**src/rtl/ws2812_pkg.sv**
```systemverilog
// Shared WS2812/SK6812 definitions: bit-timing fractions, colour byte order
// and the receiver state encoding.
package ws2812_pkg;

  localparam int BIT_RATE_HZ    = 800000;
  // The 0/1 decision point sits at 3/8 of a bit period.
  localparam int THRESH_NUM     = 3;
  localparam int THRESH_DEN     = 8;
  localparam int MIN_HIGH_DEN   = 8;
  localparam int MAX_BIT_MULT   = 2;
  localparam int RESET_MULT     = 40;
  localparam int BITS_PER_PIXEL = 24;

  // Byte positions inside a 24-bit pixel word; the wire order is G, R, B.
  localparam int GREEN_BYTE = 2;
  localparam int RED_BYTE   = 1;
  localparam int BLUE_BYTE  = 0;

  typedef enum logic [1:0] {
    ST_GAP,
    ST_IDLE,
    ST_HIGH,
    ST_LOW
  } rx_state_t;

  function automatic int cycle_count(input int clock_hz);
    return clock_hz / BIT_RATE_HZ;
  endfunction

  function automatic logic [7:0] colour_byte(input logic [23:0] word, input int pos);
    return word[pos*8 +: 8];
  endfunction

endpackage

```
**src/rtl/ws2812_pulse_meter.sv**
```systemverilog
// Synchronises the serial line, flags its edges and measures how many cycles
// the synchronised level has been stable since the last edge.
module ws2812_pulse_meter #(
  parameter int WIDTH_W = 12
) (
  input  logic               clock,
  input  logic               reset,
  input  logic               din,
  output logic               level,
  output logic               rise,
  output logic               fall,
  output logic [WIDTH_W-1:0] width
);

  logic [1:0] sync;
  logic       prev;

  assign level = sync[1];
  assign rise  = sync[1] & ~prev;
  assign fall  = ~sync[1] & prev;

  // Width restarts at 1 on every edge and sticks at all-ones instead of wrapping.
  always_ff @(posedge clock) begin
    if (reset) begin
      sync  <= '0;
      prev  <= 1'b0;
      width <= '0;
    end else begin
      sync <= {sync[0], din};
      prev <= sync[1];
      if (rise || fall) begin
        width <= WIDTH_W'(1);
      end else if (width != '1) begin
        width <= width + WIDTH_W'(1);
      end
    end
  end

endmodule

```
**src/rtl/ws2812_rx.sv**
```systemverilog
// WS2812/SK6812 serial receiver: decodes G,R,B pixels and frame gaps.
// Define WS2812_RX_FORWARD_EN to keep only pixel 0 and regenerate the rest on dout_o.
module ws2812_rx
  import ws2812_pkg::*;
#(
  parameter  int NUM_LEDS     = 8,
  parameter  int SYSTEM_CLOCK = 50000000,
  localparam int IDX_W        = (NUM_LEDS > 1) ? $clog2(NUM_LEDS) : 1
) (
  input  logic             clk_i,
  input  logic             reset_i,
  input  logic             din_i,
  output logic             pixel_valid_o,
  output logic [7:0]       green_o,
  output logic [7:0]       red_o,
  output logic [7:0]       blue_o,
  output logic [IDX_W-1:0] pixel_index_o,
  output logic             frame_done_o,
  output logic             error_o,
  output logic             busy_o,
  output logic             dout_o
);

  localparam int CYCLE_COUNT  = cycle_count(SYSTEM_CLOCK);
  localparam int BIT_THRESH   = CYCLE_COUNT * THRESH_NUM / THRESH_DEN;
  localparam int MIN_HIGH     = CYCLE_COUNT / MIN_HIGH_DEN;
  localparam int MAX_BIT      = MAX_BIT_MULT * CYCLE_COUNT;
  localparam int RESET_DETECT = RESET_MULT * CYCLE_COUNT;
  localparam int WIDTH_W      = $clog2(RESET_DETECT + 1);

  localparam logic [WIDTH_W-1:0] THRESH_W = WIDTH_W'(BIT_THRESH);
  localparam logic [WIDTH_W-1:0] MIN_W    = WIDTH_W'(MIN_HIGH);
  localparam logic [WIDTH_W-1:0] MAX_W    = WIDTH_W'(MAX_BIT);
  localparam logic [WIDTH_W-1:0] RESET_W  = WIDTH_W'(RESET_DETECT);
  localparam logic [IDX_W-1:0]   IDX_MAX  = IDX_W'(NUM_LEDS - 1);
  localparam logic [4:0]         LAST_BIT = 5'(BITS_PER_PIXEL - 1);

  rx_state_t          state, next_state;
  logic               level, rise, fall;
  logic [WIDTH_W-1:0] width;
  logic               take_bit, short_bit, overrun, gap_hit;
  logic [22:0]        shift;
  logic [4:0]         bit_cnt;
  logic [IDX_W-1:0]   idx;
  logic               seen, busy, fwd;
  logic               bit_val;
  logic [23:0]        word;

  ws2812_pulse_meter #(.WIDTH_W(WIDTH_W)) u_meter (
    .clock (clk_i),
    .reset (reset_i),
    .din   (din_i),
    .level (level),
    .rise  (rise),
    .fall  (fall),
    .width (width)
  );

  assign bit_val       = width > THRESH_W;
  assign word          = {shift, bit_val};
  assign pixel_index_o = idx;
  assign busy_o        = busy;

`ifdef WS2812_RX_FORWARD_EN
  assign dout_o = level & fwd;
`else
  assign dout_o = 1'b0;
`endif

  always_ff @(posedge clk_i) begin
    if (reset_i) begin
      state <= ST_GAP;
    end else begin
      state <= next_state;
    end
  end

  always_comb begin
    next_state = state;
    take_bit   = 1'b0;
    short_bit  = 1'b0;
    overrun    = 1'b0;
    gap_hit    = 1'b0;
    case (state)
      ST_GAP: begin
        if (!level && width >= RESET_W) begin
          next_state = ST_IDLE;
          gap_hit    = 1'b1;
        end
      end
      ST_IDLE: begin
        if (rise) next_state = ST_HIGH;
      end
      ST_HIGH: begin
        if (fall) begin
          next_state = ST_LOW;
          short_bit  = width < MIN_W;
          take_bit   = width >= MIN_W;
        end else if (width >= MAX_W) begin
          next_state = ST_GAP;
          overrun    = 1'b1;
        end
      end
      ST_LOW: begin
        if (rise) begin
          next_state = ST_HIGH;
        end else if (width >= RESET_W) begin
          next_state = ST_IDLE;
          gap_hit    = 1'b1;
        end
      end
      default: next_state = ST_GAP;
    endcase
  end

  // A gap wins over everything else: it reports the frame and clears all
  // per-frame bookkeeping, flagging a half-received pixel as an error.
  always_ff @(posedge clk_i) begin
    if (reset_i) begin
      shift         <= '0;
      bit_cnt       <= '0;
      idx           <= '0;
      seen          <= 1'b0;
      busy          <= 1'b0;
      fwd           <= 1'b0;
      pixel_valid_o <= 1'b0;
      frame_done_o  <= 1'b0;
      error_o       <= 1'b0;
      green_o       <= '0;
      red_o         <= '0;
      blue_o        <= '0;
    end else begin
      pixel_valid_o <= 1'b0;
      frame_done_o  <= 1'b0;
      error_o       <= 1'b0;
      if (state == ST_IDLE && rise) busy <= 1'b1;
      if (pixel_valid_o && idx != IDX_MAX) idx <= idx + IDX_W'(1);
      if (take_bit && !fwd) begin
        seen <= 1'b1;
        if (bit_cnt == LAST_BIT) begin
          pixel_valid_o <= 1'b1;
          green_o       <= colour_byte(word, GREEN_BYTE);
          red_o         <= colour_byte(word, RED_BYTE);
          blue_o        <= colour_byte(word, BLUE_BYTE);
          bit_cnt       <= '0;
`ifdef WS2812_RX_FORWARD_EN
          fwd           <= 1'b1;
`endif
        end else begin
          shift   <= word[22:0];
          bit_cnt <= bit_cnt + 5'd1;
        end
      end
      if (short_bit || overrun) begin
        error_o <= 1'b1;
        bit_cnt <= '0;
      end
      if (gap_hit) begin
        frame_done_o <= seen;
        error_o      <= bit_cnt != '0;
        bit_cnt      <= '0;
        idx          <= '0;
        busy         <= 1'b0;
        seen         <= 1'b0;
        fwd          <= 1'b0;
      end
    end
  end

endmodule

```
**config.mk**
```make
export PLATFORM = sky130hd
export DESIGN_NAME = ws2812_rx
export DESIGN_NICKNAME = d
export VERILOG_FILES = /design/src/rtl/ws2812_pkg.sv /design/src/rtl/ws2812_pulse_meter.sv /design/src/rtl/ws2812_rx.sv
export SDC_FILE = /design/constraint.sdc
export NUM_CORES = 1
export LEC_CHECK = 0
export BUFFER_PORTS_ARGS = -buffer_cell sky130_fd_sc_hd__clkbuf_2
export CAP_MARGIN = 20
export CORE_ASPECT_RATIO = 0.7
export CORE_MARGIN = 2
export CORE_UTILIZATION = 48
export CTS_BUF_LIST = sky130_fd_sc_hd__clkbuf_4
export DETAILED_ROUTE_END_ITERATION = 7
export PLACE_DENSITY_LB_ADDON = 0.08
export RECOVER_POWER = 50
export REMOVE_ABC_BUFFERS = 1
export SYNTH_ARGS = -nofsm -noshare
export SYNTH_HDL_FRONTEND = slang
export SYNTH_SLANG_ARGS = --single-unit
```
**constraint.sdc**
```tcl
create_clock -name clk_i -period 2.41 [get_ports clk_i]
set_input_delay 0.1205 -clock clk_i [delete_from_list [all_inputs] [get_ports clk_i]]
set_output_delay 0.1205 -clock clk_i [all_outputs]
set_load 0.02 [all_outputs]
```
# ---- Yosys cells after proc, flatten, opt, wreduce, memory -nomap -nowiden
# Cells that the tools add are included.
dict set report classes {
  eq_ne 10
  bitwise_logic 7
  order_cmp 5
  reduce_logical 17
  add_sub_neg 3
  mux 24
}
# op count
set ops {}
lappend ops {{2-to-1 mux 1 bit} 15}
lappend ops {{adder 12 x 1 -> 12 bit, second input constant} 1}
lappend ops {{>= comparator 12 bit, second input constant} 1}
lappend ops {{>= comparator 12 x 3 -> 1 bit, second input constant} 1}
lappend ops {{>= comparator 12 x 7 -> 1 bit, second input constant} 1}
lappend ops {{greater-than comparator 12 x 5 -> 1 bit, second input constant} 1}
lappend ops {{less-than comparator 12 x 3 -> 1 bit, second input constant} 1}
lappend ops {{2-to-1 mux 2 bit} 6}
lappend ops {{!= test 12 bit, second input constant} 1}
lappend ops {{one-hot mux 2 bit (4 select lines)} 1}
lappend ops {{OR reduction 2 bit} 4}
lappend ops {{!= test 3 bit, second input constant} 2}
lappend ops {{adder 5 x 1 -> 5 bit, second input constant} 1}
lappend ops {{equality test 5 bit, second input constant} 1}
lappend ops {{2-to-1 mux 5 bit} 1}
lappend ops {{NOT 1 bit} 5}
lappend ops {{nonzero test 5 bit} 1}
lappend ops {{equality test 2 bit, second input constant} 2}
lappend ops {{!= test 2 bit, second input constant} 2}
lappend ops {{AND reduction 2 bit} 2}
lappend ops {{AND reduction 4 bit} 1}
lappend ops {{adder 3 x 1 -> 3 bit, second input constant} 1}
lappend ops {{logical AND 1 bit} 3}
lappend ops {{!= test 3 x 2 -> 1 bit, second input constant} 1}
lappend ops {{8 further kinds} 10}
dict set report totals {
  inputBits 3
  wordCells 82
  register_bits 77
  output_inout_bits 32
}

# ---- Logic depth before layout (Yosys ltp)
dict set report logic_depth {
  depth_word 7
  ltp_mapped 8
  ltp_nobuf 6
}

# ---- Modules after synthesis
# Synthesis repeated with hierarchy kept, for this count alone.
dict set report unflattened {
  hier_cells 388
  hier_area_um2 3278.1
}
# module n_inst cells_per_inst area_each_um2 seq_area_each_um2
set by_module_without_submodules {}
lappend by_module_without_submodules {ws2812_rx 1 308 2528.7 1241.2}
lappend by_module_without_submodules {ws2812_pulse_meter 1 80 749.5 300.3}

# ---- Least setup slack after synthesis
# No wires, ideal clock.
dict set report synth_path {
  path_type {register to register}
  from {register u_meter.width[9]}
  to {register shift[12]}
  setup_ns 0.132
  setup_slack_ns 0.590
  required_time_ns 2.278
  t_arrival_ns 1.688
  path_buffers 3
  path_stages_with_launch 8
  synth_period_minus_slack_ns 1.820
  path_cell_list {dfxtp_1 > buf_6 > or4_4 > o31a_1 > buf_6 > clkbuf_1 > nand3_1 > a21oi_1}
}
dict set report synth_via {
  elab_chain_len 4
}
# element line
set synth_rtl {}
lappend synth_rtl {{from (decl)} ws2812_pulse_meter.sv:12} ;# output logic [WIDTH_W-1:0] width
lappend synth_rtl {{from (signal assigned)} ws2812_pulse_meter.sv:34} ;# width <= width + WIDTH_W'(1);
lappend synth_rtl {{>= comparator 12 x 3 -> 1 bit} ws2812_rx.sv:98} ;# take_bit = width >= MIN_W;
lappend synth_rtl {{2-to-1 mux 1 bit} ws2812_rx.sv:95} ;# if (fall) begin
lappend synth_rtl {{2-to-1 mux 1 bit} ws2812_rx.sv:84} ;# case (state)
lappend synth_rtl {{AND reduction 2 bit (no source line)} --}
lappend synth_rtl {{to (signal assigned)} ws2812_rx.sv:150} ;# shift <= word[22:0];
lappend synth_rtl {{to (decl)} ws2812_rx.sv:42} ;# logic [22:0] shift;
# Every way passes these cells.
# A chain may end at the register's enable or synchronous reset.

# ---- Worst setup path after layout
dict set report layout_path {
  from {register u_meter.width[5]}
  to {register blue_o[0]}
}
dict set report layout_via {
  elab_chain_len 4
  word_cells_on_any_way 5
  cone_classes {order compare (2); mux (2); reduce/logical (1)}
}
# element line
set layout_rtl {}
lappend layout_rtl {{>= comparator 12 x 3 -> 1 bit} ws2812_rx.sv:98}
lappend layout_rtl {{2-to-1 mux 1 bit} ws2812_rx.sv:95}
lappend layout_rtl {{2-to-1 mux 1 bit} ws2812_rx.sv:84}
lappend layout_rtl {{AND reduction 2 bit (no source line)} --}
lappend layout_rtl {{to (signal assigned)} ws2812_rx.sv:144} ;# blue_o <= colour_byte(word, BLUE_BYTE);
lappend layout_rtl {{to (decl)} ws2812_rx.sv:16} ;# output logic [7:0] blue_o,
# Several ways; a longest one is shown, not always the timed one.

==> results_dict.tcl <==
set metrics [dict create \
    num_antenna_cells 0 \
    synthMuxAreaShare 0.0118 \
    yosysWarnings 0 \
    cts-root-buf "clkbuf_4" \
    vias 2912 \
    post_cts_buffers 0 \
    synthSimpleGateAreaFrac 0.180 \
    drtIter0Drc 180 \
    final_layout_size_suffix_gt1_frac 0.0713 \
    multiInputGateArea_mm2 0.00164 \
    regArea_mm2 0.00154 \
    status "finished, final reports clean" \
    fp.dieH_um 74.2 \
    synth_xor_area_frac 0.0155 \
    fp-row-count 25 \
    power_density_mw_per_mm2 610 \
    ys_seq_elements 77 \
    power.total_mw 2.27 \
    grt.overflow.total 0 \
    worstMarginPinSlew_ps 1120 \
    io_buffers 33 \
    finalHoldViolCount 0 \
    ys_dominant_reg_cell "dfxtp_1" \
    clk_pin_slew_ps 120 \
    syn-cell-area_mm2 0.00338 \
    nets 432 \
    synth_top_family_by_area "compound AO/OA/AOI/OAI gates" \
    grt_antenna_before_repair 0 \
    worst_r2r_path_depth 4 \
    final_cells 515 \
    cp-end-kind "flop" \
    crit_chain "or4_4 -> o31a_2 -> buf_4 -> a311oi_1" \
    design.core.area_mm2 0.00679 \
    path_class "flop to flop" \
    area_growth_pct 10.1 \
    path_buf_inv 1 \
    final_cell_mix "77 x dfxtp_1, 59 x a21oi_1, 55 x nand3_1" \
    ys_async_sr_fraction 0 \
    worstPathRequired_ps 2710 \
    seq_area_frac_synth 0.456 \
    fin_crit_sh 0.889 \
    layout_commonest_cell "dfxtp_1" \
    holdWs_ps 155 \
    cts_max_level 3 \
    critPathMaxStageDelay_ps 600 \
    synth_compound_area_frac 0.227 \
    synth_cell_types 48 \
    rsz0062_at_grt "false" \
    peakVddDrop_v 0.000301 \
    synthCells 393 \
    cp_slowest_cell "or4_4" \
    min_path_type "input port to flop" \
    first_pass_iters 6 \
    die_area_mm2 0.00775 \
    nFillCells 702 \
    die_w_um 104 \
    p_leak_nw 1.22 \
    drc 0 \
    critPathTopFamily "compound AO/OA/AOI/OAI gates" \
    cts_tree "yes" \
    dp.cells 498 \
    max_freq_mhz 467 \
    ant_nets 0 \
    via_per_inst 5.65 \
    io_pins 35 \
    clock_skew_ps 30.4 \
    clock-sinks 77 \
    groute.usage.overall 0.197 \
    clk_latency_ps 420 \
    numCtsBuffers 9 \
    crit_fanout 28 \
    cp.depth 4 \
    start_util 0.498 \
    dp_hpwl_um 4770 \
    gp_congestion 0.818 \
    start_kind "flop" \
    synth_edf_count 0 \
    slew_headroom 0.255 \
    hold_depth 3 \
    cp.arrival_ps 2450 \
    cap_violations 0 \
    final.setup.tns_ps 0 \
    drt_wl_total_um 7280 \
    synth_fa_ha_area_frac 0.0481 \
    maxSlewViolCount 0 \
    wl_per_cell_um 14.1 \
    grt_pass1_wl_um 12300 \
    finalCriticalPeriod_ps 2140 \
    finalSetupViolCount 0 \
    grt_max_degree 56 \
    clockBufferDepth 2 \
    grt_pass1_vias 2585 \
    postSynthAreaPerCell_um2 8.61 \
]
final timing paths:
| path | start | to | slack [ps] |
|---|---|---|---|
| max | u_meter.width[5] | blue_o[0] | 270 |
| min | reset_i | frame_done_o | 150 |
| min reg2reg | u_meter.sync[0] | u_meter.sync[1] | 460 |
| max reg2reg | u_meter.width[5] | blue_o[0] | 270 |
cell usage after synthesis, drive strengths merged (5+ instances only):
cell / instances / area (µm²)
nor2b: 6 / 37.5
dfxtp: 77 / 1540
ha: 13 / 163
nor3: 9 / 45.0
o21ai: 51 / 255
a21oi: 59 / 295
nand3: 55 / 275
clkbuf: 21 / 81.3
nor2: 11 / 41.3
inv: 13 / 48.8
nand2: 10 / 37.5
buf: 10 / 76.3
xnor2: 5 / 43.8
final cells by class:
class / count / area share
multi-input combinational: 272 / 0.439
sequential: 77 / 0.414
timing repair buffer: 43 / 0.0594
tap: 94 / 0.0316
clock inverter: 6 / 0.0228
clock buffer: 10 / 0.0201
inverter: 13 / 0.0131
stage by stage:
step | setup slack [ps] | cell area [µm²] | utilization
2_1_floorplan | 9.89 | 3230 | -
3_3_place_gp | 347 | 3600 | 0.531
3_5_place_dp | 312 | 3600 | 0.531
4_1_cts | 282 | 3770 | 0.556
5_1_grt | 71.9 | 3730 | 0.549
6_report | 267 | 3730 | 0.549
tightest hold or removal path: cells and delay by family:
family / cells / cell delay (ps)
simple gates: 1 / 160
buf+inv: 2 / 250
layer usage:
layer	global-route usage	part of all wire
met3	0.0500	0.050
met5	0	0
met2	0.296	0.41
met4	0.0495	0.0087
met1	0.285	0.53
state kept, by name (all words and copies together) (netlist names), 2 cells and up:
| signal | flops |
|---|---|
| blue_o | 8 |
| shift | 23 |
| bit_cnt | 5 |
| u_meter.sync | 2 |
| u_meter.width | 12 |
| state | 2 |
| pixel_index_o | 3 |
| green_o | 8 |
| red_o | 8 |
where the power goes:
part	total (mW)	leakage, nW	switching (mW)	internal (mW)
clock network	0.872	0.0844	0.441	0.431
logic	0.105	0.515	0.0686	0.0367
registers	1.29	0.621	0.0109	1.28
timing repair:
item	in CTS	in global routing
hold buffers	1	0
gates resized for setup	0	0
endpoints found under the hold margin	1	0
cells by family (layout without fill, tap and decap cells):
family	count (synthesis)	count (layout)
AOI/OAI and AO/OA	135	135
and+or+nand+nor	113	113
DFF	77	77
buffers and inverters	44	72
adders and majority gates	13	13
xor gates and xnor gates	6	6
muxes	4	4
other	1	1
(Power assumes the default switching activity.)
